**config.mk**
```make
export PLATFORM = sky130hd
export DESIGN_NAME = edge_event_arbiter
export DESIGN_NICKNAME = d
export VERILOG_FILES = /design/src/rtl/edge_event_arbiter.sv
export SDC_FILE = /design/constraint.sdc
export NUM_CORES = 1
export LEC_CHECK = 0
export ABC_AREA = 1
export BUFFER_PORTS_ARGS = -buffer_cell sky130_fd_sc_hd__buf_2
export CAP_MARGIN = 20
export CORE_ASPECT_RATIO = 1.75
export CORE_MARGIN = 2
export CORE_UTILIZATION = 50
export DETAILED_ROUTE_END_ITERATION = 6
export PLACE_DENSITY_LB_ADDON = 0.25
export SLEW_MARGIN = 20
export SYNTH_ARGS = -nofsm -noshare
export SYNTH_HDL_FRONTEND = slang
export SYNTH_SLANG_ARGS = --single-unit
export TNS_END_PERCENT = 20
```
**constraint.sdc**
```tcl
create_clock -name clk -period 3.8 [get_ports clk]
set_clock_uncertainty 0.15 [all_clocks]
set_input_delay 0.57 -clock clk [delete_from_list [all_inputs] [get_ports clk]]
set_output_delay 0.57 -clock clk [all_outputs]
set_load 0.03 [all_outputs]
```
**src/rtl/edge_event_arbiter.sv**
```systemverilog
// edge_event_arbiter
// Watches NUM_CH synchronous lines for rising/falling edges (per-channel mode),
// queues one event per channel, and presents them one at a time through a
// valid/ready slot chosen round-robin. A second edge on a channel that is
// already queued is dropped and flagged in the sticky overrun vector.
// Optional build macro: EDGE_ARB_OVR_CNT_EN adds an 8-bit saturating
// counter (ovr_cnt) of cycles in which at least one new overrun occurred.

module edge_event_arbiter #(
  parameter int NUM_CH = 4,
  parameter int CH_W   = 2
) (
  input  logic                clk,
  input  logic                rst_n,
  input  logic [NUM_CH-1:0]   data,
  input  logic [2*NUM_CH-1:0] mode,
  output logic                ev_valid,
  input  logic                ev_ready,
  output logic [CH_W-1:0]     ev_ch,
  output logic                ev_type,
  output logic [NUM_CH-1:0]   pending,
  output logic [NUM_CH-1:0]   overrun,
  input  logic                overrun_clr
`ifdef EDGE_ARB_OVR_CNT_EN
  ,
  output logic [7:0]          ovr_cnt
`endif
);

  logic [NUM_CH-1:0] data_q;
  logic [NUM_CH-1:0] pend_type;
  logic [CH_W-1:0]   ptr;

  logic [NUM_CH-1:0] rise;
  logic [NUM_CH-1:0] fall;
  logic [NUM_CH-1:0] qual;

  logic              load;
  logic              found;
  logic [CH_W-1:0]   pick;
  logic [NUM_CH-1:0] grant_sel;
  logic [NUM_CH-1:0] grant;

  logic [NUM_CH-1:0] pend_nxt;
  logic [NUM_CH-1:0] type_nxt;
  logic [NUM_CH-1:0] ovr_new;

  // Edge detection against last cycle's sample, filtered by each channel's mode bits.
  always_comb begin
    rise = '0;
    fall = '0;
    for (int i = 0; i < NUM_CH; i++) begin
      rise[i] = data[i] & ~data_q[i] & mode[2*i];
      fall[i] = ~data[i] & data_q[i] & mode[2*i+1];
    end
    qual = rise | fall;
  end

  // Round-robin search of the queued events, starting at ptr and wrapping.
  always_comb begin : arb
    int idx;
    idx       = 0;
    found     = 1'b0;
    pick      = '0;
    grant_sel = '0;
    for (int k = 0; k < NUM_CH; k++) begin
      idx = int'(ptr) + k;
      if (idx >= NUM_CH) idx = idx - NUM_CH;
      if (!found && pending[idx]) begin
        found          = 1'b1;
        pick           = idx[CH_W-1:0];
        grant_sel[idx] = 1'b1;
      end
    end
    load  = ~ev_valid | ev_ready;
    grant = load ? grant_sel : '0;
  end

  // Queue update: a channel being moved into the slot this cycle may take a fresh event.
  always_comb begin
    pend_nxt = pending & ~grant;
    type_nxt = pend_type;
    ovr_new  = '0;
    for (int i = 0; i < NUM_CH; i++) begin
      if (qual[i]) begin
        if (pending[i] && !grant[i]) begin
          ovr_new[i] = 1'b1;
        end else begin
          pend_nxt[i] = 1'b1;
          type_nxt[i] = rise[i];
        end
      end
    end
  end

  // Registered state: sample history, queue, overrun flags and the output slot.
  always_ff @(posedge clk) begin
    if (!rst_n) begin
      data_q    <= '0;
      pending   <= '0;
      pend_type <= '0;
      overrun   <= '0;
      ptr       <= '0;
      ev_valid  <= 1'b0;
      ev_ch     <= '0;
      ev_type   <= 1'b0;
    end else begin
      data_q    <= data;
      pending   <= pend_nxt;
      pend_type <= type_nxt;
      overrun   <= (overrun_clr ? '0 : overrun) | ovr_new;
      if (load) begin
        ev_valid <= found;
        if (found) begin
          ev_ch   <= pick;
          ev_type <= pend_type[pick];
          ptr     <= (pick == CH_W'(NUM_CH - 1)) ? '0 : pick + 1'b1;
        end
      end
    end
  end

`ifdef EDGE_ARB_OVR_CNT_EN
  // Saturating count of cycles with a new overrun; a new overrun beats a clear.
  always_ff @(posedge clk) begin
    if (!rst_n) begin
      ovr_cnt <= 8'd0;
    end else if (|ovr_new) begin
      if (ovr_cnt != 8'hFF) ovr_cnt <= ovr_cnt + 8'd1;
    end else if (overrun_clr) begin
      ovr_cnt <= 8'd0;
    end
  end
`endif

endmodule

```
# Word level (Yosys, flattened, before mapping)
# Cells that the tools add are included.
# totals
reg_bits	22
input_bits	16
out_inout_bits	12
# op_classes
addsub	8
order_cmp	13
n_eq_ne	1
mux	57
bitwise_logic	37
reduce_logical	23
# ops
cell	count
$ge A32 B1 Y1 const B	4
$lt A32 B4 Y1 const B	4
$mux W32	4
$mux W1	33
$mux W4	6
$or A4 B4 Y4	5
$and A1 B1 Y1	16
$not A1 Y1	13
$sub A3 B3 Y4 const B	3
$logic_and A1 B1 Y1	11
$bmux W1 S2	5
$mux W2	5
$reduce_and A2 Y1	5
$ge A3 B3 Y1 const B	3
$demux W1 S2	4
$logic_not A1 Y1	7
$add A2 B2 Y3 const B	2
$and A4 B4 Y4	1
$not A4 Y4	1
$sub A2 B3 Y4 const B	1
$add A2 B1 Y3 const B	1
$ge A2 B3 Y1 const B	1
$lt A2 B3 Y1 const B	1
$add A2 B1 Y2 const B	1
2 further kinds	2

# Longest topological paths before layout
# depth
ltp_word	21
depth_mapped	15
depth_no_buf	14

# Least setup slack after synthesis
# No wires, ideal clock.
# synth_path
path_kind	flip-flop to flip-flop
startpoint	register ptr[1]
endpoint	register ptr[1]
arrival_time_ps	2028
path_slack_ps	1499
path_stages_with_launch	14
period_less_slack_ps	2301
path_cell_list	dfxtp_1 > inv_1 > ha_1 > inv_1 > nand2_1 > nand2_2 > nor2_4 > buf_6 > nand3b_4 > nand3_4 > inv_1 > ha_1 > o21ai_0 > a21oi_1
# synth_via
elab_chain_len	17
word_cells_on_any_way	45
cone_classes	add/sub (8); order compare (4); eq/ne (1); mux (25); reduce/logical (7)
# synth_lines
element	line_no	rtl
from (decl)	32	logic [CH_W-1:0] ptr;
from (signal assigned)	117	ptr <= (pick == CH_W'(NUM_CH - 1)) ? '0 : pick + 1'b1;
parallel branches: the longest is 14 deep, another holds $sub A3 B3 Y4	n/a	
$mux W2 (*)	69	if (!found && pending[idx]) begin
named net pick[0]	40	logic [CH_W-1:0] pick;
$add A2 B1 Y2 / $eq A2 B2 Y1 (equally long branches)	117	
$mux W2 (*)	117	
# Mark *: on every way through the listed nets, which the timed path passes. The select of a mux whose other input is x is not followed.
# A chain may end at the register's enable or synchronous reset.

# Worst setup path after layout
# Ends and elaborated chain as after synthesis.

==> impl_metrics.env <==
export IMPL_clock_power_share_pct=17.0
export IMPL_die_h_um=74.8
export IMPL_tns_ns=0
export IMPL_antenna_found_initial=0
export IMPL_p_seq_share_pct=24.4
export IMPL_cp_start_kind="flop"
export IMPL_rsz0062_at_grt="no"
export IMPL_cts_buffers=3
export IMPL_endpoint_kind="flop"
export IMPL_drc=0
export IMPL_n_antenna_cell=0
export IMPL_ir_drop_mv=0.514
export IMPL_fp_dieW_um=44.4
export IMPL_maxSlewViolCount=0
export IMPL_yosysWarningCount=0
export IMPL_critPathMaxFanout=11
export IMPL_grt_remaining_overflow=0
export IMPL_power_frac_comb_pct=58.6
export IMPL_cellLeakagePower_nw=0.845
export IMPL_drv_cap=0
export IMPL_vias_per_cell=5.12
export IMPL_critical_path_arrival_ns=2.65
export IMPL_min_period_ns=2.65
export IMPL_status="finished, final reports clean"
export IMPL_drt_pass1_iter_count=4
export IMPL_endpoint="ptr[1]"
export IMPL_io_buffers=27
export IMPL_synth_area_um2=1430
export IMPL_synth_cells=209
export IMPL_clk_path_buf_depth=2
export IMPL_synthArstFlopShare_pct=0
export IMPL_synth_ff_type="dfxtp_1"
export IMPL_max_clock_freq_ghz=0.378
export IMPL_hpwlAfterDp_um=2570
export IMPL_relSlewSlack_pct=79.8
export IMPL_core_area_um2=2720
export IMPL_critPathKind="reg2reg"
export IMPL_wirelength_um=3070
export IMPL_switching_share_pct=47.9
export IMPL_cts_sinks=22
export IMPL_r2r_end="ptr[1]"
export IMPL_crit_path_start="ptr[1]"
export IMPL_setup_viol=0
export IMPL_rrSetupSlack_ns=1.15
export IMPL_min_path_type="reg2reg"
export IMPL_ant_nets=0
export IMPL_clk_pin_slew_ns=0.08
export IMPL_place_congestion=0.903
export IMPL_htree_levels=1
export IMPL_avgSynthCellArea_um2=6.84
export IMPL_drtIter0Drc=17
export IMPL_fin_util_pct=60.8
export IMPL_drive_gt1_share_pct=23.5
export IMPL_ios=28
export IMPL_yosysSeqAreaShare_pct=30.8
export IMPL_fin_nets=261
export IMPL_grt_max_degree=14
export IMPL_vias=1357
export IMPL_cts_root_buffer="clkbuf_8"
export IMPL_cts_setup_buffers=0
export IMPL_p_int_mw=0.653
export IMPL_cp_required_ns=3.80
export IMPL_syn_num_nets=231
export IMPL_synth_edf_count=0
export IMPL_ys_ff_latch=22
export IMPL_synth_cell_types=24
export IMPL_final_hold_viol_count=0
export IMPL_power_density_nw_per_um2=757
export IMPL_row_count=25
export IMPL_power_switching_mw=0.601
export IMPL_reg2reg_from="ptr[1]"
export IMPL_initial_utilization_pct=52.6
export IMPL_grt_pass1_vias=1275
export IMPL_tightest_slew_ns=0.303
export IMPL_cts_tree="done"
export IMPL_clock_latency_ns=0.26
export IMPL_cts_hold_buf=0
export IMPL_syn2layout_area_growth_pct=15.7
export IMPL_post_cts_resized=0
export IMPL_ff2ff_path_depth=13
export IMPL_grtUsageTotal_pct=21.2
export IMPL_period_share_pct=69.6
export IMPL_grt_pass1_wl_um=5220
export IMPL_routedWlPerCell_um=11.6
export IMPL_die_area_um2=3320
==> power by group through the flow <==
| stage | Clock (mW) | Sequential, mW | Combinational (mW) |
|---|---|---|---|
| after floorplan | 0 | 0.351 | 0.558 |
| after global placement | 0 | 0.309 | 0.729 |
| after detailed placement | 0 | 0.311 | 0.736 |
| after CTS | 0.217 | 0.306 | 0.742 |
| after global routing | 0.227 | 0.311 | 0.839 |
| final | 0.213 | 0.306 | 0.734 |
==> metrics by stage <==
step	area [um^2]	cells	setup slack, ns	hold slack, ns	power [mW]
final	1660	265	1.15	0.308	1.25
after global routing	1660	265	0.848	0.337	1.38
after CTS	1660	265	1.16	0.313	1.27
after detailed placement	1580	261	1.18	0.302	1.05
after global placement	1580	261	1.25	0.300	1.04
after floorplan	1430	209	1.50	0.289	0.909
==> worst max-delay path, cell delays in order, from the launching register on <==
cell     delay (ns)
dfxtp_1        0.49
inv_1          0.18
ha_1           0.38
inv_1          0.08
nand2_1        0.08
nand2_2        0.06
nor2_4         0.24
nand2_1        0.13
nor2_1         0.19
nor2_4         0.07
inv_2          0.06
ha_1           0.22
o21ai_0        0.15
a21oi_1        0.05
==> cells in the mapped netlist, types with 2 or more instances <==
cell	count	area share [%]
a21boi_0	4	2.1
a21oi_1	17	5.9
dfxtp_1	22	31
ha_1	6	5.2
inv_1	32	8.4
inv_2	4	1.0
nand2_1	51	13
nand2_2	9	3.9
nand2_4	2	1.6
nand3_1	14	4.9
nand3_2	4	2.8
nand3_4	2	2.4
nand3b_1	4	2.1
nand4_1	6	2.6
nor2_1	17	4.5
nor2_4	2	1.6
o21a_1	4	2.1
o21ai_0	2	0.70
o21ai_1	2	0.70
==> final cells by class <==
class | count | area [um^2]
sequential | 22 | 440
inverter | 37 | 139
fill | 265 | 1070
clock inverter | 1 | 30.0
multi-input combinational | 148 | 836
clock buffer | 3 | 41.3
tap | 27 | 33.8
timing repair buffer | 27 | 135
==> metal layers <==
metal / track usage [%] / routed length, um / vias to the layer above / part of all wire, %
li1: - / - / 717 / -
met3: 1.92 / 92 / 10 / 3.0
met5: 0 / 0 / - / 0
met1: 20.9 / 1130 / 598 / 37
met2: 40.5 / 1740 / 32 / 57
met4: 13.1 / 107 / 0 / 3.5
==> worst min path at each step <==
stage,from,end,slack (ns),depth (start not counted)
after global placement,pend_type[1],pend_type[1],0.30,2
after global routing,pend_type[3],pend_type[3],0.34,2
final,pend_type[2],pend_type[2],0.31,2
after detailed placement,pend_type[2],pend_type[2],0.30,2
after CTS,pend_type[2],pend_type[2],0.31,2
after floorplan,pend_type[0],pend_type[0],0.29,2
==> cell usage in the layout, fill, tap and decap left out, drive strengths merged <==
| master | count |
|---|---|
| a21boi | 4 |
| a21oi | 17 |
| buf | 27 |
| bufinv | 1 |
| clkbuf | 3 |
| clkinv | 1 |
| dfxtp | 22 |
| ha | 6 |
| inv | 36 |
| nand2 | 62 |
| nand3 | 20 |
| nand3b | 5 |
| nand4 | 6 |
| nor2 | 20 |
| o21a | 4 |
| o21ai | 4 |
==> registers in the layout (all words and copies together), names as in the netlist <==
signal / cells
pending: 4
data_q: 4
overrun: 4
ev_ch: 2
pend_type: 4
ev_valid: 1
ev_type: 1
ptr: 2
==> kinds of logic after synthesis <==
group | synth area share, %
DFF | 30.8
AOI/OAI and AO/OA | 11.5
and+or+nand+nor | 41.6
adders and majority gates | 5.25
buffers and inverters | 10.8
(Power assumes the default switching activity.)
